<file path="config.mk">
export PLATFORM = sky130hd
export DESIGN_NAME = tpg_multi
export DESIGN_NICKNAME = d
export VERILOG_FILES = /design/src/rtl/tpg_pkg.sv /design/src/rtl/tpg_pattern.sv /design/src/rtl/tpg_multi.sv
export SDC_FILE = /design/constraint.sdc
export NUM_CORES = 1
export LEC_CHECK = 0
export CORE_UTILIZATION = 54
export DETAILED_ROUTE_END_ITERATION = 10
export PLACE_DENSITY = 0.88
export SETUP_SLACK_MARGIN = 0.2
export SLEW_MARGIN = 5
export SYNTH_ARGS = -nofsm -noshare
export SYNTH_HDL_FRONTEND = slang
export SYNTH_SLANG_ARGS = --single-unit
export TNS_END_PERCENT = 50
</file>
<file path="constraint.sdc">
create_clock -name clk -period 5.7 [get_ports clk]
set_clock_uncertainty 0.2 [all_clocks]
set_input_delay 1.14 -clock clk [delete_from_list [all_inputs] [get_ports clk]]
set_output_delay 1.14 -clock clk [all_outputs]
set_load 0.02 [all_outputs]
</file>
<file path="src/rtl/tpg_pkg.sv">
`default_nettype none
// ============================================================================
// Module      : tpg_pkg
// Description : Shared definitions for the multi-pattern test pattern
//               generator: pattern mode codes, FSM states and bar colours.
// Revision    : 1.0 - initial release
// ============================================================================
package tpg_pkg;

   // Pattern select codes; codes 5..7 fall through to solid colour
   localparam logic [2:0] MODE_COUNT   = 3'd0;
   localparam logic [2:0] MODE_RAMP    = 3'd1;
   localparam logic [2:0] MODE_BARS    = 3'd2;
   localparam logic [2:0] MODE_CHECKER = 3'd3;
   localparam logic [2:0] MODE_SOLID   = 3'd4;

   typedef enum logic [0:0] {
      ST_IDLE = 1'b0,
      ST_RUN  = 1'b1
   } state_t;

   // Colour bar table as an {R,G,B} on/off mask:
   // white, yellow, cyan, green, magenta, red, blue, black
   function automatic logic [2:0] bar_color(input logic [2:0] idx);
      logic [2:0] c;
      case (idx)
         3'd0:    c = 3'b111;
         3'd1:    c = 3'b110;
         3'd2:    c = 3'b011;
         3'd3:    c = 3'b010;
         3'd4:    c = 3'b101;
         3'd5:    c = 3'b100;
         3'd6:    c = 3'b001;
         default: c = 3'b000;
      endcase
      return c;
   endfunction

endpackage
`default_nettype wire

</file>
<file path="src/rtl/tpg_pattern.sv">
`default_nettype none
// ============================================================================
// Module      : tpg_pattern
// Description : Combinational pixel colour generator. Maps the latched mode,
//               active-area coordinates and running pixel count to {R,G,B}.
//               Blanking outside the active area is applied by the caller.
// Revision    : 1.0 - initial release
// ============================================================================
module tpg_pattern
   import tpg_pkg::*;
#(
   parameter int PW       = 8,
   parameter int H_BITS   = 12,
   parameter int V_BITS   = 12,
   parameter int BAR_LOG2 = 6,
   parameter int CHK_LOG2 = 4
) (
   input  logic [2:0]        mode_i,
   input  logic [H_BITS-1:0] xa_i,
   input  logic [V_BITS-1:0] ya_i,
   input  logic [PW-1:0]     cnt_i,
   input  logic [3*PW-1:0]   solid_rgb_i,
   output logic [3*PW-1:0]   rgb_o
);

   logic [H_BITS-1:0] bar_pos;
   logic [2:0]        bar_idx;
   logic [2:0]        bar_mask;
   logic [H_BITS-1:0] chk_xor;
   logic              chk_on;

   // Select the colour of the current pixel for the active pattern
   always_comb begin
      bar_pos  = xa_i >> BAR_LOG2;
      // Everything right of the eighth bar is clamped to the last (black) bar
      bar_idx  = (bar_pos > H_BITS'(7)) ? 3'd7 : bar_pos[2:0];
      bar_mask = bar_color(bar_idx);
      chk_xor  = (xa_i >> CHK_LOG2) ^ H_BITS'(ya_i >> CHK_LOG2);
      chk_on   = chk_xor[0];
      case (mode_i)
         MODE_COUNT:   rgb_o = {3{cnt_i}};
         MODE_RAMP:    rgb_o = {3{xa_i[PW-1:0]}};
         MODE_BARS:    rgb_o = {{PW{bar_mask[2]}}, {PW{bar_mask[1]}}, {PW{bar_mask[0]}}};
         MODE_CHECKER: rgb_o = {(3*PW){chk_on}};
         default:      rgb_o = solid_rgb_i;
      endcase
   end

endmodule
`default_nettype wire

</file>
<file path="src/rtl/tpg_multi.sv">
`default_nettype none
// ============================================================================
// Module      : tpg_multi
// Description : Multi-pattern video test pattern generator. Produces H/V sync,
//               data enable, start-of-frame / end-of-line markers, a frame
//               counter and an RGB pixel stream from five selectable patterns.
// Revision    : 1.0 - initial release
// ============================================================================
module tpg_multi
   import tpg_pkg::*;
#(
   parameter int PW       = 8,
   parameter int H_BITS   = 12,
   parameter int V_BITS   = 12,
   parameter int BAR_LOG2 = 6,
   parameter int CHK_LOG2 = 4,
   parameter int FC_BITS  = 16
) (
   input  logic               clk,
   input  logic               rst,
   input  logic               en,
   input  logic [2:0]         mode,
   input  logic [3*PW-1:0]    solid_rgb,
   input  logic [H_BITS-1:0]  tHS_START,
   input  logic [H_BITS-1:0]  tHS_END,
   input  logic [H_BITS-1:0]  tHACT_START,
   input  logic [H_BITS-1:0]  tHACT_END,
   input  logic [H_BITS-1:0]  tH_END,
   input  logic [V_BITS-1:0]  tVS_START,
   input  logic [V_BITS-1:0]  tVS_END,
   input  logic [V_BITS-1:0]  tVACT_START,
   input  logic [V_BITS-1:0]  tVACT_END,
   input  logic [V_BITS-1:0]  tV_END,
   output logic               hs,
   output logic               vs,
   output logic               de,
   output logic               sof,
   output logic               eol,
   output logic [3*PW-1:0]    rgb,
   output logic [FC_BITS-1:0] frame_cnt
);

   localparam logic [H_BITS-1:0]  H_ONE  = H_BITS'(1);
   localparam logic [V_BITS-1:0]  V_ONE  = V_BITS'(1);
   localparam logic [PW-1:0]      P_ONE  = PW'(1);
   localparam logic [FC_BITS-1:0] FC_ONE = FC_BITS'(1);

   state_t              state_q, state_d;
   logic [H_BITS-1:0]   x_q, x_d;
   logic [V_BITS-1:0]   y_q, y_d;
   logic [2:0]          mode_q;
   logic [PW-1:0]       cnt_q;
   logic                hs_q, vs_q, de_q, sof_q, eol_q;
   logic [3*PW-1:0]     rgb_q;
   logic [FC_BITS-1:0]  frame_cnt_q;

   logic                last_x, last_y, at_origin;
   logic                hs_w, vs_w, de_w;
   logic [H_BITS-1:0]   xa;
   logic [V_BITS-1:0]   ya;
   logic [2:0]          mode_eff;
   logic [PW-1:0]       cnt_pix;
   logic [3*PW-1:0]     pat_rgb;

   // Decode timing windows and pattern inputs for the current counter position
   always_comb begin
      last_x    = (x_q == tH_END - H_ONE);
      last_y    = (y_q == tV_END - V_ONE);
      at_origin = (x_q == '0) && (y_q == '0);
      hs_w      = (x_q >= tHS_START) && (x_q < tHS_END);
      vs_w      = (y_q >= tVS_START) && (y_q < tVS_END);
      de_w      = (x_q >= tHACT_START) && (x_q < tHACT_END) &&
                  (y_q >= tVACT_START) && (y_q < tVACT_END);
      xa        = x_q - tHACT_START;
      ya        = y_q - tVACT_START;
      // The first pixel of a frame already uses the newly sampled mode and a
      // freshly cleared count, so the frame is self-consistent from sof on
      mode_eff  = at_origin ? mode : mode_q;
      cnt_pix   = (at_origin ? '0 : cnt_q) + P_ONE;
   end

   tpg_pattern #(
      .PW       (PW),
      .H_BITS   (H_BITS),
      .V_BITS   (V_BITS),
      .BAR_LOG2 (BAR_LOG2),
      .CHK_LOG2 (CHK_LOG2)
   ) u_pattern (
      .mode_i      (mode_eff),
      .xa_i        (xa),
      .ya_i        (ya),
      .cnt_i       (cnt_pix),
      .solid_rgb_i (solid_rgb),
      .rgb_o       (pat_rgb)
   );

   // Next state and raster position; en is only honoured at frame boundaries
   always_comb begin
      state_d = state_q;
      x_d     = x_q;
      y_d     = y_q;
      case (state_q)
         ST_IDLE: begin
            x_d = '0;
            y_d = '0;
            if (en) state_d = ST_RUN;
         end
         ST_RUN: begin
            if (last_x) begin
               x_d = '0;
               if (last_y) begin
                  y_d = '0;
                  if (!en) state_d = ST_IDLE;
               end else begin
                  y_d = y_q + V_ONE;
               end
            end else begin
               x_d = x_q + H_ONE;
            end
         end
         default: state_d = ST_IDLE;
      endcase
   end

   // State and raster counter registers
   always_ff @(posedge clk) begin
      if (rst) begin
         state_q <= ST_IDLE;
         x_q     <= '0;
         y_q     <= '0;
      end else begin
         state_q <= state_d;
         x_q     <= x_d;
         y_q     <= y_d;
      end
   end

   // Output registers, pattern state and frame counter
   always_ff @(posedge clk) begin
      if (rst) begin
         hs_q        <= 1'b0;
         vs_q        <= 1'b0;
         de_q        <= 1'b0;
         sof_q       <= 1'b0;
         eol_q       <= 1'b0;
         rgb_q       <= '0;
         mode_q      <= MODE_COUNT;
         cnt_q       <= '0;
         frame_cnt_q <= '0;
      end else if (state_q == ST_RUN) begin
         hs_q  <= hs_w;
         vs_q  <= vs_w;
         de_q  <= de_w;
         sof_q <= at_origin;
         eol_q <= last_x;
         rgb_q <= de_w ? pat_rgb : '0;
         if (at_origin) mode_q <= mode;
         if (de_w) begin
            cnt_q <= cnt_pix;
         end else if (at_origin) begin
            cnt_q <= '0;
         end
         if (last_x && last_y) frame_cnt_q <= frame_cnt_q + FC_ONE;
      end else begin
         hs_q  <= 1'b0;
         vs_q  <= 1'b0;
         de_q  <= 1'b0;
         sof_q <= 1'b0;
         eol_q <= 1'b0;
         rgb_q <= '0;
      end
   end

   assign hs        = hs_q;
   assign vs        = vs_q;
   assign de        = de_q;
   assign sof       = sof_q;
   assign eol       = eol_q;
   assign rgb       = rgb_q;
   assign frame_cnt = frame_cnt_q;

endmodule
`default_nettype wire

</file>
* Yosys cells after proc, flatten, opt, wreduce, memory -nomap -nowiden
Index checks and enable logic that the tools add are counted.
** Word-level totals
- Output and inout bits :: 45
- Register bits after elaboration :: 81
- Logic and storage cells :: 73
- Input port bits :: 150
** Cells by class
- Bitwise gates (word level) :: 3
- Add/sub/neg operators :: 8
- Reductions and logical operators :: 14
- Eq/ne operators :: 12
- Mux-type cells :: 15
- Magnitude comparators :: 9
** Operator list (count)
- $pmux W24 S4 :: 1
- $ge A12 B12 Y1 :: 4
- $lt A12 B12 Y1 :: 4
- $pmux W12 S2 :: 2
- $mux W12 :: 3
- $add A12 B1 Y12 const B :: 2
- $eq A12 B12 Y1 :: 2
- $logic_not A12 Y1 :: 2
- $sub A12 B1 Y12 const B :: 2
- $pmux W3 S7 :: 1
- $add A16 B1 Y16 const B :: 1
- $mux W8 :: 2
- $eq A3 B2 Y1 const B :: 4
- $sub A12 B12 Y12 :: 1
- $eq A3 B3 Y1 const B :: 3
- $add A8 B1 Y8 const B :: 1
- $logic_and A1 B1 Y1 :: 7
- $eq A3 B1 Y1 const B :: 2
- $gt A6 B3 Y1 const B :: 1
- $logic_not A3 Y1 :: 2
- $mux W3 :: 2
- $sub A5 B5 Y5 :: 1
- $mux W1 :: 3
- $reduce_or A3 Y1 :: 1
- 6 further kinds :: 7

* Depth between registers and ports, before layout
Gate-level depths: netlist (run 1).
- Depth after elaboration :: 6
- Gate-level depth with buffers :: 16
- Depth with buffers taken out :: 14

* By module
From an unflattened synthesis (run 1), not the netlist that was laid out.
** Second synthesis, totals
- Cells, all modules :: 972
- Area total of the unflattened synthesis :: 7614.8 um2
** Modules (own cells, without submodules)
- tpg_multi :: area each 7073.0 um2, instances 1, sequential area each 1621.6 um2, cells an instance 894
- tpg_pattern :: area each 541.8 um2, instances 1, sequential area each 0.0 um2, cells an instance 78

* Least setup slack after synthesis (run 1)
No wires, ideal clock.
- Path type :: input to register
- Start :: in tV_END[3]
- End :: reg frame_cnt_q[12] (netlist: frame_cnt[12])
- Arrival time :: 3865 ps
- Path slack :: 1520 ps
- Required time :: 5385 ps
- Cell stages on the path :: 9
- Cell sequence :: or4_4 o31a_1 or4_1 or4_4 a221oi_4 nand2_2 buf_2 o31a_1 o21a_1
** On the way
- Word-level cells in the longest chain between the ends :: 4
** RTL lines
- start, declared :: line tpg_multi.sv:33 : input logic [V_BITS-1:0] tV_END,
- $sub A12 B1 Y12 :: line tpg_multi.sv:68 : last_y = (y_q == tV_END - V_ONE);
- $eq A12 B12 Y1 :: line tpg_multi.sv:68
- $logic_and A1 B1 Y1 :: line tpg_multi.sv:163 : if (last_x && last_y) frame_cnt_q <= frame_cnt_q + FC_ONE;
- $reduce_and A2 Y1 (no line)
- end signal, assigned :: line tpg_multi.sv:163
- end, declared :: line tpg_multi.sv:55 : logic [FC_BITS-1:0] frame_cnt_q;
Every way passes these cells.
A chain may end at the register's enable or synchronous reset.

* Final worst setup path (run 1)
- Start :: in tV_END[3]
- End :: reg frame_cnt_q[7] (netlist: frame_cnt[7])
Same word-level chain as after synthesis.

==> impl_metrics.toml, run 1 <==
[worst_setup_path]
crit_type = "in -> reg"
critPathCaptureType = "flop"
arrival_ns = 4.70
timing.critical_path.from = "tV_END[3]"
start_kind = "input port"
max_stage_delay_ns = 0.60
crit_top_cell = "or4_4"
cp_cell_sequence = "clkdlybuf4s50_1 -> or4_4 -> o31a_1 -> or4_1 -> or4_4 -> a221oi_4 -> buf_4 -> nand3_2 -> or3_1 -> a21oi_1"
path_max_fanout = 13
slowest_stage = "or4_4"
cp.required_ns = 5.77
rr_startpoint = "x_q[1]"

[power]
power_frac_comb_pct = 18.5
irDropWorstVdd_uv = 182
p_per_area_nw_per_um2 = 159
switchingPower_uw = 372
leakage_uw = 0.00431
intPower_uw = 1160
p_clk_share_pct = 43.9
seqPwrFrac_pct = 37.6
power_uw = 1530
swShare_pct = 24.3

[drt]
drt_iter0_markers = 522
drt_pre_antenna_iters = 10
drt.antenna.violating_nets = 0
wirelength_um = 20400
wl_per_cell_um = 15.7
vias = 7534
drc = 1
via_per_inst = 5.79

[clock_tree]
clk_pin_slew_ns = 0.06
cts_root_buf = "clkbuf_16"
cts_buffer_depth = 2
cts_buffers = 9
ctsHoldBuffers = 0
clk_latency_ns = 0.34
postCtsSetupBuffers = 0
cts_tree = "done"
cts_htree_levels = 3
ctsResizeCount = 0
cts_sinks = 81

[min_path]
worstHoldStart = "cnt_q[7]"
worstHoldPathType = "reg -> reg"

[synth]
yosys_register_bits = 81
synth.distinct_cells = 59
synth_ff_type = "dfxtp_1"
yosysTopAreaCellShare_pct = 22.5
syn_area_um2 = 7190
syn_nets = 1193
synth_largest_area_cell = "dfxtp_1"
async_flop_share_pct = 0
synth_area_per_cell_um2 = 7.64
ys_top_cells_by_area = "dfxtp_1 (23%), ha_1 (17%), inv_1 (5.7%), a21oi_1 (5.1%), nor2_1 (4.9%)"
synthCells = 942
yosysWarnings = 0
yosysSeqAreaShare_pct = 22.5
synth-edff-count = 0

[place]
dpl-instance-area_um2 = 9290
port_buffers = 194
gp_congestion = 0.965
dp_hpwl_um = 15600

[die]
die_area_um2 = 13800
die_w_um = 117
rows = 41
pin_count = 195
die_y_um = 117
start_util_pct = 56.1
core_area_um2 = 12800

[finish]
antenna_cells = 0
mostFrequentLayoutCells = "clkdlybuf4s50_1 (194), inv_1 (110), ha_1 (100)"
post-route-util_pct = 75.1
nets = 1375
final_common_cell = "clkdlybuf4s50_1"
nFillCells = 931
final_area_um2 = 9630
drive_above_1_share_pct = 3.28
areaGrowthSynthToFinish_pct = 33.8

[global_route]
track_usage_pct = 29.2
grt_pass1_wl_um = 33100
overflow = 0
antenna_found_initial = 0
first_global_vias = 7195
grt_start_max_net_pins = 29

[timing]
setup_tns_ns = 0
maxSlewViolCount = 0
hold_violations = 0
timing.slew.headroom_pct = 28.4
finalCritPeriodShare_pct = 81.2
tightest_slew_ns = 1.07
setup_viol = 0
period_minus_slack_ns = 4.63
grt_setup_unrepaired = "no"
clock.fmax_mhz = 216

[outcome]
status = "finished with violations"
violations = "design-rule violations"

[run]
cap_violations = 0
## cell families after synthesis
logic type | count (synthesis) | share of synthesized area [%]
compound gates | 235 | 20.9
xor+xnor | 58 | 7.25
fa+ha+maj | 101 | 17.7
buf+inv | 138 | 7.23
flops | 81 | 22.5
mux | 10 | 1.41
simple gates | 319 | 23.0
## final timing paths
kind / to / cells past startpoint / slack [ns]
setup / recovery: frame_cnt[7] / 10 / 1.07
hold / removal: cnt_q[7] / 2 / 0.30
setup reg to reg: rgb[19] / 10 / 1.67
hold reg to reg: cnt_q[7] / 2 / 0.30
## area by class of cell
| class | instances | area (um2) | area share (%) |
|---|---|---|---|
| clock inverter | 6 | 115 | 1.20 |
| inverter | 110 | 413 | 4.29 |
| timing repair buffer | 199 | 1980 | 20.6 |
| multi-input combinational | 723 | 5060 | 52.5 |
| tap | 172 | 215 | 2.23 |
| clock buffer | 10 | 229 | 2.38 |
| sequential | 81 | 1620 | 16.8 |
## metrics by stage
step                worst slack, ns  hold WS [ns]  std cells
floorplan                      1.52         0.258        942
global placement              0.797         0.271       1285
detailed placement            0.753         0.282       1285
CTS                            1.09         0.288       1301
global route                  0.944         0.297       1301
finish                         1.07         0.296       1301
## power by group through the flow
| stage | registers [uW] | clock network [uW] | logic [uW] |
|---|---|---|---|
| 2_1_floorplan | 584 | 0 | 136 |
| 3_3_place_gp | 587 | 0 | 274 |
| 3_5_place_dp | 587 | 0 | 279 |
| 4_1_cts | 574 | 677 | 281 |
| 5_1_grt | 575 | 700 | 312 |
| 6_report | 575 | 671 | 283 |
## cells in the mapped netlist, types with 13 or more instances
| cell type | n |
|---|---|
| xnor2_1 | 28 |
| nor3_1 | 23 |
| o21ai_0 | 53 |
| inv_1 | 110 |
| dfxtp_1 | 81 |
| a21oi_1 | 73 |
| clkbuf_1 | 26 |
| ha_1 | 100 |
| nor4_1 | 13 |
| a21o_1 | 25 |
| nor2_1 | 94 |
| nand3_1 | 34 |
| nand4_1 | 19 |
| nand2b_1 | 20 |
| nand2_1 | 40 |
| xor2_1 | 29 |
## per-layer routing
layer	vias up	wire, um	global-route usage, %
li1	3720	-	-
met1	3423	8740	35.5
met2	342	9510	50.0
met3	49	1630	6.61
met4	0	493	10.6
met5	-	0	0
## worst max-delay path: cells and delay by family
family | cells | cell delay [ns]
buf+inv | 2 | 0.77
compound gates | 3 | 0.64
simple gates | 5 | 2.15
## state kept, by name (all words and copies together), names as in the netlist
| register | cells |
|---|---|
| rgb | 24 |
| frame_cnt | 16 |
| x_q | 12 |
| y_q | 12 |
| cnt_q | 8 |
| mode_q | 3 |
| de | 1 |
| eol | 1 |
| hs | 1 |
| sof | 1 |
| state_q | 1 |
| vs | 1 |
No activity file was read; power rests on OpenSTA's default activity.
==> run 2: changes to the inputs <==
- CORE_UTILIZATION: 54 -> 50
- PLACE_DENSITY: 0.88 -> 0.82
- clock period: 5.7 -> 4.4 ns (I/O delays scaled with it)
==> run 2 against run 1 <==
- the flow now finishes without violations
- via count decreased by 0.32%
- first-iteration DRC count decreased by 24%
- combinational power increased by 33%
- clock power increased by 13%
- global-route usage decreased by 1.4 points
- critical endpoint is now frame_cnt[13]
- flip-flop and latch count unchanged
- final cell count increased by 2.9%
==> impl_metrics.toml, run 2 (synthesis results as in run 1) <==
[outcome]
status = "finished, final reports clean"

[place]
gp_congestion = 0.968
dp_cells = 1322
dp_hpwl_um = 15600
port_buffers = 194

[timing]
grt_setup_unrepaired = "yes"
maxSlewViolCount = 0
setup_tns_ns = 0
clock.fmax_mhz = 246
holdWs_ns = 0.290
period_minus_slack_ns = 4.06
setup_viol = 0
hold_violations = 0
timing.slew.headroom_pct = 54.8
tightest_slew_ns = 0.673
finalCritPeriodShare_pct = 92.3

[finish]
nets = 1406
final_common_cell = "clkdlybuf4s50_1"
areaGrowthSynthToFinish_pct = 36.8
post-route-util_pct = 70.6
largest_reg_flops = 24
mostFrequentLayoutCells = "clkdlybuf4s50_1 (194), inv_1 (110), ha_1 (100)"
final_cells = 1339
drive_above_1_share_pct = 5.87
antenna_cells = 0

[drt]
drt_iter0_markers = 395
wirelength_um = 20200
via_per_inst = 5.61
drt.antenna.violating_nets = 0
drt_pre_antenna_iters = 5
vias = 7510
drc = 0
wl_per_cell_um = 15.1

[global_route]
grt_pass1_wl_um = 33000
antenna_found_initial = 0
first_global_vias = 7196
track_usage_pct = 27.8
overflow = 0
grt_start_max_net_pins = 28

[clock_tree]
cts_root_buf = "clkbuf_16"
clk_pin_slew_ns = 0.06
ctsHoldBuffers = 0
cts_sinks = 81
cts_buffers = 9
cts_tree = "done"
cts_buffer_depth = 2
clk_latency_ns = 0.34
cts_htree_levels = 3

[die]
rows = 43
die_area_um2 = 14900
die_y_um = 122
die_w_um = 122
start_util_pct = 51.6
pin_count = 195
core_area_um2 = 13900

[worst_setup_path]
cp_cell_sequence = "clkdlybuf4s50_1 -> or4_4 -> o31a_1 -> or4_1 -> or4_4 -> a221oi_4 -> nand2_4 -> or4_1 -> a21oi_1"
arrival_ns = 4.14
start_kind = "input port"
max_stage_delay_ns = 0.53
crit_type = "in -> reg"
critPathCaptureType = "flop"
slowest_stage = "or4_4"
cp.required_ns = 4.48
path_max_fanout = 11

[power]
leakage_uw = 0.00445
p_per_area_nw_per_um2 = 191
irDropWorstVdd_uv = 236
power_uw = 1880

[min_path]
worstHoldPathType = "reg -> reg"

[run]
cap_violations = 0
[run 2: cell count changes in the layout (fill, tap and decap cells not counted), sizes merged]
cell and change:
buf +31, bufinv -2, clkbuf -1, clkinvlp +1, inv +1
[run 2: what timing repair did]
| action | in CTS | in global routing |
|---|---|---|
| setup buffers | 0 | 2 |
| gates resized for setup | 0 | 2 |
| setup endpoints to repair | 0 | 4 |
[run 2: report_power, final]
part           leakage, uW  internal, uW  switching [uW]
clock             0.000138           439             320
sequential        0.000653           737            7.11
combinational      0.00366           213             164
[run 2: critical path, delay by kind of cell]
| kind | cells | cell delay, ns |
|---|---|---|
| and+or+nand+nor | 5 | 2.13 |
| AOI/OAI and AO/OA | 3 | 0.68 |
| buffers and inverters | 1 | 0.44 |
[run 2: metal layers]
layer	track usage [%]	share of wire (%)
met1	35.4	45
met3	5.95	7.0
met2	46.9	46
met4	7.87	1.9
met5	0	0
[run 2: layout make-up]
class / instances / area, um2
Clock inverter: 6 / 67.6
Inverter: 110 / 413
Timing Repair Buffer: 230 / 2230
Tap cell: 180 / 225
Fill cell: 1123 / 4090
Clock buffer: 9 / 225
Sequential cell: 81 / 1620
Multi-Input combinational cell: 723 / 5060
[run 2: metrics by stage]
stage | setup WS, ns | cell area [um2]
after detailed placement | -0.0352 | 9530
after global routing | 0.191 | 9840
after global placement | -0.0394 | 9530
after CTS | 0.302 | 9820
after floorplan | 0.480 | 7190
final | 0.338 | 9840
[run 2: final timing paths]
path              startpoint             to  slack (ns)  cells after the start
setup / recovery   tV_END[4]  frame_cnt[13]        0.34                      9
hold / removal      cnt_q[7]       cnt_q[7]        0.29                      2
setup reg to reg      x_q[0]        rgb[22]        0.76                     14
hold reg to reg     cnt_q[7]       cnt_q[7]        0.29                      2
